===== src/rtl/contador_comparador_n.sv =====
// ---------------------------------------------------------------------------
// contador_comparador_n
//
// Purpose:
//   N-bit loadable up/down modulo counter with unsigned magnitude comparison
//   against an external operand, plus a search FSM. The FSM advances the
//   counter until it equals the operand. If no match is found within MODULO
//   advances, it raises a one-cycle error pulse.
//
// Parameters:
//   N       counter/operand width in bits (2..16)
//   MODULO  count modulus; the count runs over 0..MODULO-1 (2 <= MODULO <= 2**N)
//
// Configuration macro:
//   CONTADOR_SATURA_EN  when defined, the counter saturates at its terminal
//                       value instead of wrapping. An unmatched search then
//                       sits at the terminal value until the timeout fires.
//
// Ports:
//   clock        in   1  system clock, rising edge
//   reset        in   1  asynchronous, active-high; clears all state
//   zera         in   1  synchronous clear (Q<=0, FSM->OCIOSO)
//   carrega      in   1  synchronous load (Q<=D, clamped to MODULO-1)
//   conta        in   1  manual count enable (OCIOSO/ENCONTRADO)
//   descendente  in   1  0 = count up, 1 = count down
//   iniciar      in   1  start search (level sampled each edge)
//   D            in   N  load value
//   B            in   N  compare operand
//   Q            out  N  counter value
//   menor        out  1  Q <  B
//   maior        out  1  Q >  B
//   igual        out  1  Q == B
//   fim          out  1  Q at terminal (MODULO-1 up, 0 down)
//   pronto       out  1  high while FSM is in ENCONTRADO
//   erro         out  1  one-cycle pulse on search timeout
//   db_estado    out  2  FSM state: 00 OCIOSO, 01 BUSCA, 10 ENCONTRADO
// ---------------------------------------------------------------------------
module contador_comparador_n #(
    parameter int N      = 4,
    parameter int MODULO = 16
) (
    input  logic         clock,
    input  logic         reset,
    input  logic         zera,
    input  logic         carrega,
    input  logic         conta,
    input  logic         descendente,
    input  logic         iniciar,
    input  logic [N-1:0] D,
    input  logic [N-1:0] B,
    output logic [N-1:0] Q,
    output logic         menor,
    output logic         maior,
    output logic         igual,
    output logic         fim,
    output logic         pronto,
    output logic         erro,
    output logic [1:0]   db_estado
);

    typedef enum logic [1:0] {
        OCIOSO     = 2'b00,
        BUSCA      = 2'b01,
        ENCONTRADO = 2'b10
    } estado_t;

    // The timeout counter must be able to represent MODULO itself.
    localparam int           TW       = $clog2(MODULO + 1);
    localparam logic [N-1:0] TERMINAL = N'(MODULO - 1);

`ifdef CONTADOR_SATURA_EN
    localparam bit SATURA = 1'b1;
`else
    localparam bit SATURA = 1'b0;
`endif

    logic [N-1:0]  r_q;
    estado_t       r_estado;
    logic [TW-1:0] r_timeout;
    logic          r_erro;

    logic [N-1:0]  w_carga;
    logic [N-1:0]  w_prox;

    // Loads above the count range are clamped to the top of the range.
    assign w_carga = (D > TERMINAL) ? TERMINAL : D;

    // Next value when the counter advances (wrap or saturate at terminal).
    always_comb begin
        // NOTE: default assignment first, so no path leaves w_prox unassigned (no latch).
        w_prox = r_q;
        if (descendente) begin
            if (r_q == '0)
                w_prox = SATURA ? r_q : TERMINAL;
            else
                w_prox = r_q - N'(1);
        end else begin
            if (r_q == TERMINAL)
                w_prox = SATURA ? r_q : '0;
            else
                w_prox = r_q + N'(1);
        end
    end

    // NOTE: sequential state uses non-blocking assignments only; the async reset
    //       sits in the sensitivity list so it acts without waiting for a clock.
    always_ff @(posedge clock or posedge reset) begin
        if (reset) begin
            r_q       <= '0;
            r_estado  <= OCIOSO;
            r_timeout <= '0;
            r_erro    <= 1'b0;
        end else begin
            r_erro <= 1'b0;
            if (zera) begin
                r_q       <= '0;
                r_estado  <= OCIOSO;
                r_timeout <= '0;
            end else begin
                case (r_estado)
                    OCIOSO: begin
                        // The edge that starts a search never advances Q.
                        if (carrega)
                            r_q <= w_carga;
                        else if (conta && !iniciar)
                            r_q <= w_prox;
                        if (iniciar) begin
                            r_estado  <= BUSCA;
                            r_timeout <= '0;
                        end
                    end
                    BUSCA: begin
                        if (carrega) begin
                            r_q       <= w_carga;
                            r_timeout <= '0;
                        end else if (igual) begin
                            r_estado <= ENCONTRADO;
                        end else begin
                            r_q <= w_prox;
                            // This advance is the MODULO-th without a match.
                            if (r_timeout == TW'(MODULO - 1)) begin
                                r_estado  <= OCIOSO;
                                r_erro    <= 1'b1;
                                r_timeout <= '0;
                            end else begin
                                r_timeout <= r_timeout + TW'(1);
                            end
                        end
                    end
                    ENCONTRADO: begin
                        if (carrega)
                            r_q <= w_carga;
                        else if (conta)
                            r_q <= w_prox;
                        if (iniciar) begin
                            r_estado  <= BUSCA;
                            r_timeout <= '0;
                        end
                    end
                    default: r_estado <= OCIOSO;
                endcase
            end
        end
    end

    assign Q         = r_q;
    assign menor     = (r_q <  B);
    assign maior     = (r_q >  B);
    assign igual     = (r_q == B);
    assign fim       = descendente ? (r_q == '0) : (r_q == TERMINAL);
    assign pronto    = (r_estado == ENCONTRADO);
    assign erro      = r_erro;
    assign db_estado = r_estado;

endmodule


===== config.mk =====
export PLATFORM = sky130hd
export DESIGN_NAME = contador_comparador_n
export DESIGN_NICKNAME = d
export VERILOG_FILES = /design/src/rtl/contador_comparador_n.sv
export SDC_FILE = /design/constraint.sdc
export NUM_CORES = 1
export LEC_CHECK = 0
export BUFFER_PORTS_ARGS = -buffer_cell sky130_fd_sc_hd__clkbuf_2
export CAP_MARGIN = 10
export CORE_MARGIN = 5
export CORE_UTILIZATION = 46
export CTS_CLUSTER_SIZE = 8
export DETAILED_ROUTE_END_ITERATION = 8
export PLACE_DENSITY = 0.86
export SLEW_MARGIN = 20
export SYNTH_ARGS = -nofsm -noshare
export SYNTH_HDL_FRONTEND = slang
export SYNTH_SLANG_ARGS = --single-unit

===== constraint.sdc =====
create_clock -name clock -period 1.5 [get_ports clock]
set_input_delay 0.075 -clock clock [delete_from_list [all_inputs] [get_ports clock]]
set_output_delay 0.075 -clock clock [all_outputs]
set_load 0.02 [all_outputs]

==> metrics.md <==
| Metric | Value |
|---|---|
| Outcome | `finished, violations left` |
| Failing checks | `negative setup slack` |
| Hold WS | `0.04929 ns` |
| CTS tree | `yes` |
| HPWL Detailed | `approximately 2.1 mm` |
| # clock sinks | `12` |
| CP Class | `register to primary output` |
| Drt pass-1 iters | `4` |
| Worst setup SP type | `register` |
| Overflow after GRT | `0` |
| Final setup violation count | `13` |
| Critical path peak fanout | `2` |
| Distinct cells, synth | `42` |
| Pleak | `about 0.00070 uW` |
| WL/cell | `16.63 microns` |
| CP required | `roughly 1.4 ns` |
| Worst reg-to-reg path cell count | `6` |
| Pint | `~780 uW` |
| Switching share of power | `0.3683` |
| ANT cells | `0` |
| Clock Latency Late Sink | `0.28 ns` |
| Yosys Warn Count | `0` |
| Die Width | `55.29 microns` |
| Routed WL | `approximately 3 mm` |
| Post-synthesis sequential area ratio | `0.3183` |
| Starting Density | `0.4809` |
| Row count | `16` |
| GRT Total Usage | `0.1863` |
| Global-route wire length before repair | `4.643 mm` |
| Ys flop type | `dfrtp_1` |
| Synth top area cells | `dfrtp_1, ha_1, mux2i_1, nand3_1, nor2_1` |
| Drt via density | `between 5 and 6` |
| Antenna violations before repair | `0` |
| Starting DRT DRC Count | `29` |
| ANT nets after route | `0` |
| Largest net degree at the start of global routing | `13` |
| R2r startpoint | `Q[1]` |
| Min-delay worst type | `input port to register` |
| Vias post-DR | `a little over 1000` |
| Reg2Reg Setup Slack | `-0.18 ns` |
| Switching power | `between 400 and 500 uW` |
| Critical Path Sink Type | `primary output` |
| IO Port Bufs | `26` |
| RSZ-0062 raised after global routing | `true` |
| Max Cap Viol | `0` |
| Final min period | `~1.7 ns` |
| Post-Syn Instances | `between 100 and 150` |
| Final instance area | `about 1500 sq um` |
| Clk root buf | `clkbuf_4` |
| CTS Buffer Depth | `2` |
| FF-to-FF End | `Q[0]` |
| Min-delay src | `D[3]` |
| Worst Path Arrival | `1.66 ns` |
| Final Worst Setup Slack | `-0.2304 ns` |
| Clk pwr share | `0.217` |
| Final period utilization | `1.154` |
| Worst Max-Slew Pin Slew | `0.4824 ns` |
| #FFs+latches synth | `12` |
| Drt drc | `0` |
| Hold Fails Final Rpt | `0` |
| CTS Buf Count | `3` |
| Part of the power in registers | `0.299` |
| H-Tree Depth | `1` |
| Synthesized Nets | `roughly 130` |
| Max Freq | `slightly below 600 MHz` |
| Fraction of layout cells with a size suffix above 1 | `0.5294` |
| Area share of the largest cell type after synthesis | `0.3183` |
| Synth async-reset ratio | `1.000` |
| Max-slew violations | `0` |
| Comb pwr share | `0.485` |
| Vias in the first global route | `a little over 1000` |
| Slew Limit Headroom | `0.6780` |
| Layout Nets | `around 180` |
| DIE AREA | `between 3000 and 4000 sq um` |
| Die height | `55.29 microns` |
| Worst-path clk slew | `0.08 ns` |
| Synth area leader | `dfrtp_1` |
| Pwr Density | `about 840 nW/um^2` |
| Core area | `~2000 sq um` |
| # IOs | `27` |
| Area delta synth->final | `56.50%` |
| Gpl congestion | `0.8298` |
| Post-Syn Area | `around 940 sq um` |
| Count of cells along the worst hold path | `3` |
| EDFF count, synth | `0` |
| Hold Path Sink | `Q[3]` |
| Placed cell area | `between 1000 and 1500 sq um` |
| Worst VDD drop | `0.5415 mV` |
| Worst clock skew | `between 0.001 and 0.0015 ns` |
| Total chip power | `1233 uW` |
| Syn Area/Cell | `between 8 and 9 sq um` |
-- layout make-up --
cell class | instances | area, sq um
Clock buffer | 4 | 36.28
Fill cell | 145 | 485.5
Multi-Input combinational cell | 83 | 745.7
Inverter | 10 | 45.04
Sequential cell | 12 | 305.3
Tap cell | 27 | 33.78
Timing Repair Buffer | 44 | 310.3
-- cells in the final DEF (no fill, tap or decap), drive strengths merged, types with 2 or more instances in the layout --
cell type and n:
a21oi 5, a31oi 2, buf 20, clkbuf 27, dfrtp 12, ha 7
inv 10, mux2i 5, nand2 8, nand2b 2, nand3 10, nand3b 2
nand4 2, nor2 10, nor2b 5, nor3 2, o21ai 7, o41ai 2
-- state kept, by name (all words and copies together) (netlist names) --
signal,count
r_timeout,5
Q,4
db_estado,2
erro,1
-- synthesized netlist by cell type (all sizes together), types with 2 or more instances --
master,n
nor2b,5
nand4,2
a21oi,5
a31oi,2
inv,9
nand2,8
nor2,10
nand3,10
nand3b,2
nand2b,2
nor3,2
mux2i,5
o41ai,2
o21ai,7
ha,7
dfrtp,12
buf,2
-- cells by family after synthesis --
| logic type | count (synthesis) | synth area share |
|---|---|---|
| flops | 12 | 0.3183 |
| simple gates | 46 | 0.2812 |
| compound gates | 23 | 0.1791 |
| buf+inv | 12 | 0.05039 |
| mux | 6 | 0.06896 |
| xor+xnor | 1 | 0.009286 |
| fa+ha+maj | 7 | 0.09283 |
-- layer usage --
layer  track usage  routed length, microns  share of wire  vias up
met5             0                       0              0        -
met4       0.09028                      59          0.020        0
met3       0.02564                     155          0.052        6
met2        0.3395                    1638           0.55       40
met1        0.2098                    1140           0.38      487
li1              -                       -              -      479
-- worst max-delay path, cell delays in order (launching register included) --
cell,delay [ns]
dfrtp_2,0.43
ha_4,0.22
nor2b_4,0.12
o21ai_2,0.11
nand2b_1,0.09
a21oi_2,0.20
nor2_1,0.07
buf_4,0.15
-- power by group through the flow --
stage / combinational (uW) / sequential, uW / clock (uW)
global placement: 444 / 370 / 0
finish: 597 / 368 / 267
floorplan: 252 / 412 / 0
CTS: 540 / 366 / 269
global route: 640 / 371 / 286
detailed placement: 471 / 373 / 0
-- worst max-delay path by stage --
stage | from | endpoint | slack [ns]
3_5_place_dp | Q[3] | Q[0] | -0.07
3_3_place_gp | Q[1] | Q[3] | -0.04
4_1_cts | Q[1] | maior | -0.22
6_report | Q[1] | maior | -0.23
2_1_floorplan | Q[3] | Q[0] | -0.13
5_1_grt | Q[1] | maior | -0.28
-- stage by stage --
stage	TNS, ns	utilization	cells	setup slack [ns]
2_1_floorplan	-0.2230	-	107	-0.1288
5_1_grt	-2.776	0.7526	180	-0.2828
6_report	-1.850	0.7526	180	-0.2304
3_3_place_gp	-0.06569	0.6358	169	-0.03674
3_5_place_dp	-0.1810	0.6358	169	-0.07423
4_1_cts	-1.103	0.7054	177	-0.2202
-- repair_timing --
item / in CTS / in global routing
pin swaps: 5 / 5
resized for setup: 18 / 19
setup buffers: 3 / 3
hold buffers: 1 / 0
endpoints found under the hold margin: 12 / 0
endpoints found under the setup margin: 8 / 15
No activity file was read; power rests on OpenSTA's default activity.
